[config.mk]
export PLATFORM = sky130hd
export DESIGN_NAME = rs232_fifo_periph
export DESIGN_NICKNAME = d
export VERILOG_FILES = /design/src/rtl/rs232_fifo_periph.sv
export SDC_FILE = /design/constraint.sdc
export NUM_CORES = 1
export LEC_CHECK = 0
export ABC_AREA = 1
export BUFFER_PORTS_ARGS = -buffer_cell sky130_fd_sc_hd__buf_2
export CAP_MARGIN = 10
export CORE_MARGIN = 4
export CORE_UTILIZATION = 35
export DETAILED_ROUTE_END_ITERATION = 10
export PLACE_DENSITY_LB_ADDON = 0.08
export SLEW_MARGIN = 40
export SYNTH_ARGS = -nofsm -noshare
export SYNTH_HDL_FRONTEND = slang
export SYNTH_SLANG_ARGS = --single-unit
[constraint.sdc]
create_clock -name clock -period 7.7 [get_ports clock]
set_clock_uncertainty 0.15 [all_clocks]
set_input_delay 1.155 -clock clock [delete_from_list [all_inputs] [get_ports clock]]
set_output_delay 1.155 -clock clock [all_outputs]
set_load 0.05 [all_outputs]
[src/rtl/rs232_fifo_periph.sv]
// Buffered RS-232 peripheral: TX/RX FIFOs, overrun/lost flags, loadable TSC and level irq.
// Registers 0-3 keep the legacy unbuffered layout so existing boot code is unaffected.
module rs232_fifo_periph #(
    parameter int unsigned RX_LOG2 = 4,
    parameter int unsigned TX_LOG2 = 4
) (
    input  logic        clock,
    input  logic        rst_n,
    input  logic [2:0]  per_addr,
    input  logic        per_read,
    input  logic        per_write,
    input  logic [31:0] per_wdata,
    output logic [31:0] per_rdata,
    output logic        per_rvalid,
    input  logic        rs232in_attention,
    input  logic [7:0]  rs232in_data,
    input  logic        rs232out_busy,
    output logic        rs232out_w,
    output logic [7:0]  rs232out_d,
    output logic        irq
);

    typedef enum logic [1:0] {IDLE, SEND, HOLD} tx_state_t;

    logic [7:0]       rx_mem [1 << RX_LOG2];
    logic [7:0]       tx_mem [1 << TX_LOG2];
    logic [RX_LOG2:0] rx_wp, rx_rp, rx_count;
    logic [TX_LOG2:0] tx_wp, tx_rp;
    logic             rx_empty, rx_full, tx_empty, tx_full;
    logic             rx_pop, rx_push, tx_pop, tx_push;
    logic             rx_ovr, tx_lost;
    logic [1:0]       irq_en;
    logic [31:0]      tsc, rd_mux;
    tx_state_t        state, state_nx;

    assign rx_count = rx_wp - rx_rp;
    assign rx_empty = (rx_wp == rx_rp);
    assign rx_full  = (rx_wp[RX_LOG2] != rx_rp[RX_LOG2]) &&
                      (rx_wp[RX_LOG2-1:0] == rx_rp[RX_LOG2-1:0]);
    assign tx_empty = (tx_wp == tx_rp);
    assign tx_full  = (tx_wp[TX_LOG2] != tx_rp[TX_LOG2]) &&
                      (tx_wp[TX_LOG2-1:0] == tx_rp[TX_LOG2-1:0]);

    // A pop in the same cycle frees a slot, so a push into a full FIFO still succeeds then.
    assign rx_pop  = per_read && (per_addr == 3'd1) && !rx_empty;
    assign rx_push = rs232in_attention && (!rx_full || rx_pop);
    assign tx_pop  = (state == SEND);
    assign tx_push = per_write && (per_addr == 3'd0) && (!tx_full || tx_pop);

    always_ff @(posedge clock) begin
        if (rx_push) rx_mem[rx_wp[RX_LOG2-1:0]] <= rs232in_data;
        if (tx_push) tx_mem[tx_wp[TX_LOG2-1:0]] <= per_wdata[7:0];
    end

    always_ff @(posedge clock or negedge rst_n) begin
        if (!rst_n) begin
            rx_wp   <= '0;
            rx_rp   <= '0;
            tx_wp   <= '0;
            tx_rp   <= '0;
            rx_ovr  <= 1'b0;
            tx_lost <= 1'b0;
            irq_en  <= '0;
            tsc     <= '0;
            irq     <= 1'b0;
        end else begin
            if (rx_push) rx_wp <= rx_wp + 1'b1;
            if (rx_pop)  rx_rp <= rx_rp + 1'b1;
            if (tx_push) tx_wp <= tx_wp + 1'b1;
            if (tx_pop)  tx_rp <= tx_rp + 1'b1;
            // Set beats clear when both happen in one cycle.
            rx_ovr  <= (rs232in_attention && !rx_push) ||
                       (rx_ovr && !(per_write && per_addr == 3'd4 && per_wdata[3]));
            tx_lost <= (per_write && per_addr == 3'd0 && !tx_push) ||
                       (tx_lost && !(per_write && per_addr == 3'd4 && per_wdata[4]));
            if (per_write && per_addr == 3'd5) irq_en <= per_wdata[1:0];
            tsc <= (per_write && per_addr == 3'd3) ? per_wdata : tsc + 32'd1;
            irq <= (irq_en[0] && !rx_empty) || (irq_en[1] && tx_empty);
        end
    end

    always_comb begin
        rd_mux = '0;
        case (per_addr)
            3'd0: rd_mux = {31'b0, tx_full};
            3'd1: rd_mux = rx_empty ? 32'd0 : {24'b0, rx_mem[rx_rp[RX_LOG2-1:0]]};
            3'd2: rd_mux = 32'(rx_count);
            3'd3: rd_mux = tsc;
            3'd4: rd_mux = {27'b0, tx_lost, rx_ovr, tx_empty, tx_full, !rx_empty};
            3'd5: rd_mux = {30'b0, irq_en};
            default: rd_mux = '0;
        endcase
    end

    always_ff @(posedge clock or negedge rst_n) begin
        if (!rst_n) begin
            per_rdata  <= '0;
            per_rvalid <= 1'b0;
        end else begin
            per_rvalid <= per_read;
            if (per_read) per_rdata <= rd_mux;
        end
    end

    always_ff @(posedge clock or negedge rst_n) begin
        if (!rst_n) state <= IDLE;
        else        state <= state_nx;
    end

    // Strobe and data decode straight from state so reset kills an in-flight strobe at once.
    always_comb begin
        state_nx   = state;
        rs232out_w = 1'b0;
        rs232out_d = '0;
        case (state)
            IDLE: if (!tx_empty && !rs232out_busy) state_nx = SEND;
            SEND: begin
                rs232out_w = 1'b1;
                rs232out_d = tx_mem[tx_rp[TX_LOG2-1:0]];
                state_nx   = HOLD;
            end
            HOLD: state_nx = IDLE;
            default: state_nx = IDLE;
        endcase
    end

endmodule
# Word-level counts from Yosys, hierarchy flattened
# Memory sizes are Yosys's and may differ from the RTL's.
# Index checks and enable logic that the tools add are counted.
# op_classes
n_addsub,6
reduce_logical,35
mux,11
eq_ne,13
# ops
op,n
$pmux 32 s6,1
$add 32x1->32 const B,1
$mux 32,1
$add 5x1->5 const B,4
$logic_and 1x1->1,19
$mux 8,2
$eq 5x5->1,2
$logic_not 1->1,9
$eq 4x4->1,2
$eq 3x2->1 const B,2
$eq 3x3->1 const B,2
$logic_or 1x1->1,5
$mux 1,5
$sub 5x5->5,1
$pmux 2 s2,1
$eq 3x1->1 const B,1
$logic_not 3->1,1
$eq 2x1->1 const B,1
$logic_not 2->1,1
$mux 2,1
$ne 1x1->1,2
$ne 2x2->1 const B,1
# totals
out_inout_bits,43
elab_cells,79
register_bits,92
input_bits,49
n_memories,2
mem_bits_rw,256
# mem_list
name,depth,word_bits,read_ports,rd_clocked_by_memory_dff,write_ports,line,rtl
rx_mem,16,8,1,0,1,25,logic [7:0] rx_mem [1 << RX_LOG2];
tx_mem,16,8,1,0,1,26,logic [7:0] tx_mem [1 << TX_LOG2];

# Longest topological paths before layout
# logic_depth
depth_word,8
ltp_mapped,15

# Worst setup path after synthesis
# No wires, ideal clock.
# synth_path
kind,register -> output
from,reg tx_rp[0]
to,out rs232out_d[0]
slack_ps,4384
stages_incl_launch_ff,8
t_arrival_ps,2011
path_cell_list,dfrtp_1 buf_4 inv_2 buf_2 nor2_1 o22ai_1 nand2_1 a31oi_1
# synth_via
elab_chain_len,2
# synth_lines
item,line,rtl
start: declaration,28,"logic [TX_LOG2:0] tx_wp, tx_rp;"
start signal: assignment,70,if (tx_pop) tx_rp <= tx_rp + 1'b1;
$mem_v2 16x8,--,
$mux 8,115,case (state)
end: declaration,19,"output logic [7:0] rs232out_d,"
# No other way between the ends.

# Final worst setup path
# layout_path
from,reg tx_rp[1]
to,out rs232out_d[4]
# Same word-level chain as after synthesis.

==> impl.org <==
** STA
- At the pin with the least slew margin, the transition time is 0.808 ns.
- The clock period could shrink to 4.34 ns.
- After routing, the total negative slack on setup checks comes to 0 ns.
- The number of failing hold endpoints at the final stage came to 0.
- RSZ-0062 raised after global routing :: no
- Of the available clock period, the critical path in the final layout requires 0.564.
- Headroom to the max-slew limit came out at 0.459.
- Across all setup checks in the final design, the least slack found is 3.36 ns.
- Timing would allow up to 230 MHz.
- Setup violations remaining at the end of the flow were counted as 0.
- Final Slew Violations :: 0

** Floorplanning
- Core Footprint :: 0.0432 sq mm
- Vert. Die Dim :: 217 um
- Die W :: 217 um
- The die covers 0.0471 sq mm.
- FP Rows :: 76
- Boundary Pins :: 92
- Effective utilization at floorplan :: 0.354

** Critical path
- Series of cell instances along the critical path :: buf_4 > inv_2 > o21ai_0 > o221ai_1 > nand3_1 > a31oi_1 > buf_2
- Critical path required time :: 6.39 ns
- In this design, the stage delay of the slowest critical-path cell is 0.65 ns.
- Along the worst path, the maximum fanout reaches 26.
- Delay-heaviest family, CP :: buffers and inverters
- Setup slack on the worst flop-to-flop path :: 4.20 ns
- Type of origin of the critical path :: flip-flop
- Worst Path Class, Setup :: reg2out
- The slowest stage of the critical path belongs to the cell dfrtp_1.
- Together, buffers and inverters on the worst path number 3.
- STA classifies the critical path endpoint as an output pin.
- STA puts the critical path data arrival time at 3.04 ns.

** Placed design
- Post-Place Worst Slack :: 3.92 ns
- Post-DP HPWL :: 27500 um
- Total placed instance area :: 0.0163 sq mm
- Final GP Congestion :: 0.819
- The count of buffers added on input and output ports is 91.

** Synthesis
- Count of unique library cells instantiated by Yosys :: 46
- Synthesis warning total :: 0
- The cell count after synthesis came out at 1435.
- The synthesized design contains 256 enable-type register cells.
- Fraction of registers with async set/reset :: 0.264
- When the netlist entered floorplanning its net count stood at 1500.
- For this run, the register share of the synthesized area comes to 0.653.
- Register bit total from synthesis :: 348
- Mean Syn Cell Area :: 10.7 sq um
- Area of the mapped netlist :: 0.0153 sq mm
- Dominant register cell in the synthesized netlist :: edfxtp_1

** Clocking
- The clock net in this run drives a total of 348 sinks.
- The clock reaches the later pin of the worst-skew pair after 0.55 ns.
- Max Buffers Root-to-Sink :: 3
- Root buffer cell :: clkbuf_16
- Post-cts hold buffer count :: 0
- Gates resized during post-CTS repair numbered 0.
- Clock-pin slew was measured on the worst setup and hold paths at 0.06 ns.
- TritonCTS clock tree :: yes
- Total CTS buffers :: 40
- Depth of the CTS H-tree :: 2
- Setup Fix Bufs, Post-CTS :: 0

** Power and ir drop
- Of the total power, registers draw 0.391.
- Cell internal power was estimated by the tool at 3810 uW.
- Of the total power, the clock network draws 0.291.
- Switch Pwr :: 2380 uW
- Logic gate share of total power :: 0.318
- Of the total power, the share spent switching nets is 0.385.
- Largest voltage drop on the vdd net :: 0.000230 V
- PnR Total Power :: 6190 uW
- For this design the static power due to leakage is 0.00674 uW.
- Power density of the placed cells :: 353 mW/mm^2

** Flow run
- Max-cap violations in this run came to 0.

** Detailed routing
- After detailed routing, the number of remaining DRC violations is 0.
- The first detailed-routing pass ran for 5 iterations.
- Vias :: 10607
- Post-DR vias/cell :: 4.97
- Detailed-route wire length :: 42200 um
- Post-DR wirelength/cell :: 19.8 um
- Residual antenna-violating net count after detailed routing :: 0
- Iteration-0 DRC Markers :: 782

** Layout
- The finished cells cover 0.0175 sq mm.
- Of the cells placed in the final design, the portion with a size suffix greater than 1 is 0.141.
- Measured on the finished design, the core utilization comes to 0.406.
- The net count of the finished layout is 1582.
- Relative to the synthesized area, the layout overhead comes to 14.7%.

** Global route
- Across every metal layer, demand over resource in global routing totals 0.179.
- The number of global-route vias before repair is 10618.
- Largest net degree at the start of global routing :: 69
- Total grt overflow :: 0
- Initial antenna violation count :: 6
- The first global-routing pass estimated 65000 um of wire.

** Run status
- Result of the run :: complete, no violations

** Hold path
- Class of the worst hold path :: reg2reg
kinds of logic (layout without fill, tap and decap cells):
| kind of cell | after synthesis | count (layout) | share of synthesized area |
|---|---|---|---|
| XOR/XNOR | 41 | 41 | 0.0235 |
| AO/OA/AOI/OAI | 262 | 262 | 0.0964 |
| other | 0 | 2 | 0 |
| buffers and inverters | 150 | 263 | 0.0407 |
| adder cells (fa/ha/maj) | 16 | 16 | 0.0136 |
| flip-flops | 348 | 348 | 0.653 |
| AND/OR/NAND/NOR | 618 | 618 | 0.172 |
final timing paths:
path,from,end,cells past startpoint
min,state[0],state[0],1
min reg2reg,state[0],state[0],1
max,tx_rp[1],rs232out_d[4],7
max reg2reg,tx_rp[1],tx_mem[12][4],11
min in group asynchronous,rst_n,per_rdata[8],1
max in group asynchronous,rst_n,rx_rp[0],2
cell usage in the layout, fill, tap and decap left out, drive strengths merged, types with 4 or more instances in the layout:
cell,n
xor2,30
o22ai,18
clkinv,15
o21ai,181
clkbuf,57
nor3,15
o221ai,8
xnor2,11
o211ai,22
nor2,235
nand2,301
inv,90
buf,99
nand4,8
dfrtp,92
a31oi,12
edfxtp,256
o31ai,12
nand3,51
ha,15
a21oi,6
or2,4
per-layer routing:
layer  GRT usage  up-vias  wire, um
met2       0.259      274     18100
met4      0.0536        4       996
met5           0        -        21
met1       0.273     5178     20600
met3      0.0349       70      2530
li1            -     5081         -
through the flow:
step	hold slack [ns]	cells
2_1_floorplan	0.258	1435
3_3_place_gp	0.270	2060
3_5_place_dp	0.277	2060
4_1_cts	0.293	2133
5_1_grt	0.301	2134
6_report	0.294	2135
power groups by stage:
stage,clock [uW],combinational (uW),sequential [uW]
2_1_floorplan,0,1340,2450
3_3_place_gp,0,1970,2460
3_5_place_dp,0,1970,2460
4_1_cts,1850,1980,2420
5_1_grt,1930,2200,2450
6_report,1800,1970,2420
synthesized netlist by cell type, types with 12 or more instances:
| cell | n | area [sq um] |
|---|---|---|
| buf_2 | 29 | 145 |
| nand2_1 | 287 | 1080 |
| edfxtp_1 | 256 | 7690 |
| dfrtp_1 | 92 | 2300 |
| nor2_1 | 224 | 841 |
| xor2_1 | 30 | 263 |
| nor3_1 | 12 | 60.1 |
| o211ai_1 | 22 | 165 |
| clkbuf_1 | 25 | 93.8 |
| o31ai_1 | 12 | 90.1 |
| nand3_1 | 46 | 230 |
| o21ai_0 | 173 | 866 |
| a31oi_1 | 12 | 75.1 |
| o22ai_1 | 18 | 113 |
| ha_1 | 15 | 188 |
| inv_1 | 79 | 297 |
area by class of cell:
type	instances	area, sq um
Multi-Input combinational cell	937	4710
Timing Repair Buffer	99	518
Clock inverter	16	93.8
Antenna cell	2	5.00
Sequential cell	348	9990
Inverter	91	352
Clock buffer	57	1140
Fill cell	4244	25600
Tap cell	585	732
registers in the layout, summed over array words and instances (netlist names):
signal	cells
per_rvalid	1
tx_mem	128
irq	1
state	2
irq_en	2
tx_rp	5
per_rdata	32
tsc	32
rx_mem	128
tx_wp	5
rx_rp	5
rx_wp	5
rx_ovr	1
tx_lost	1
No activity file was read; power rests on OpenSTA's default activity.
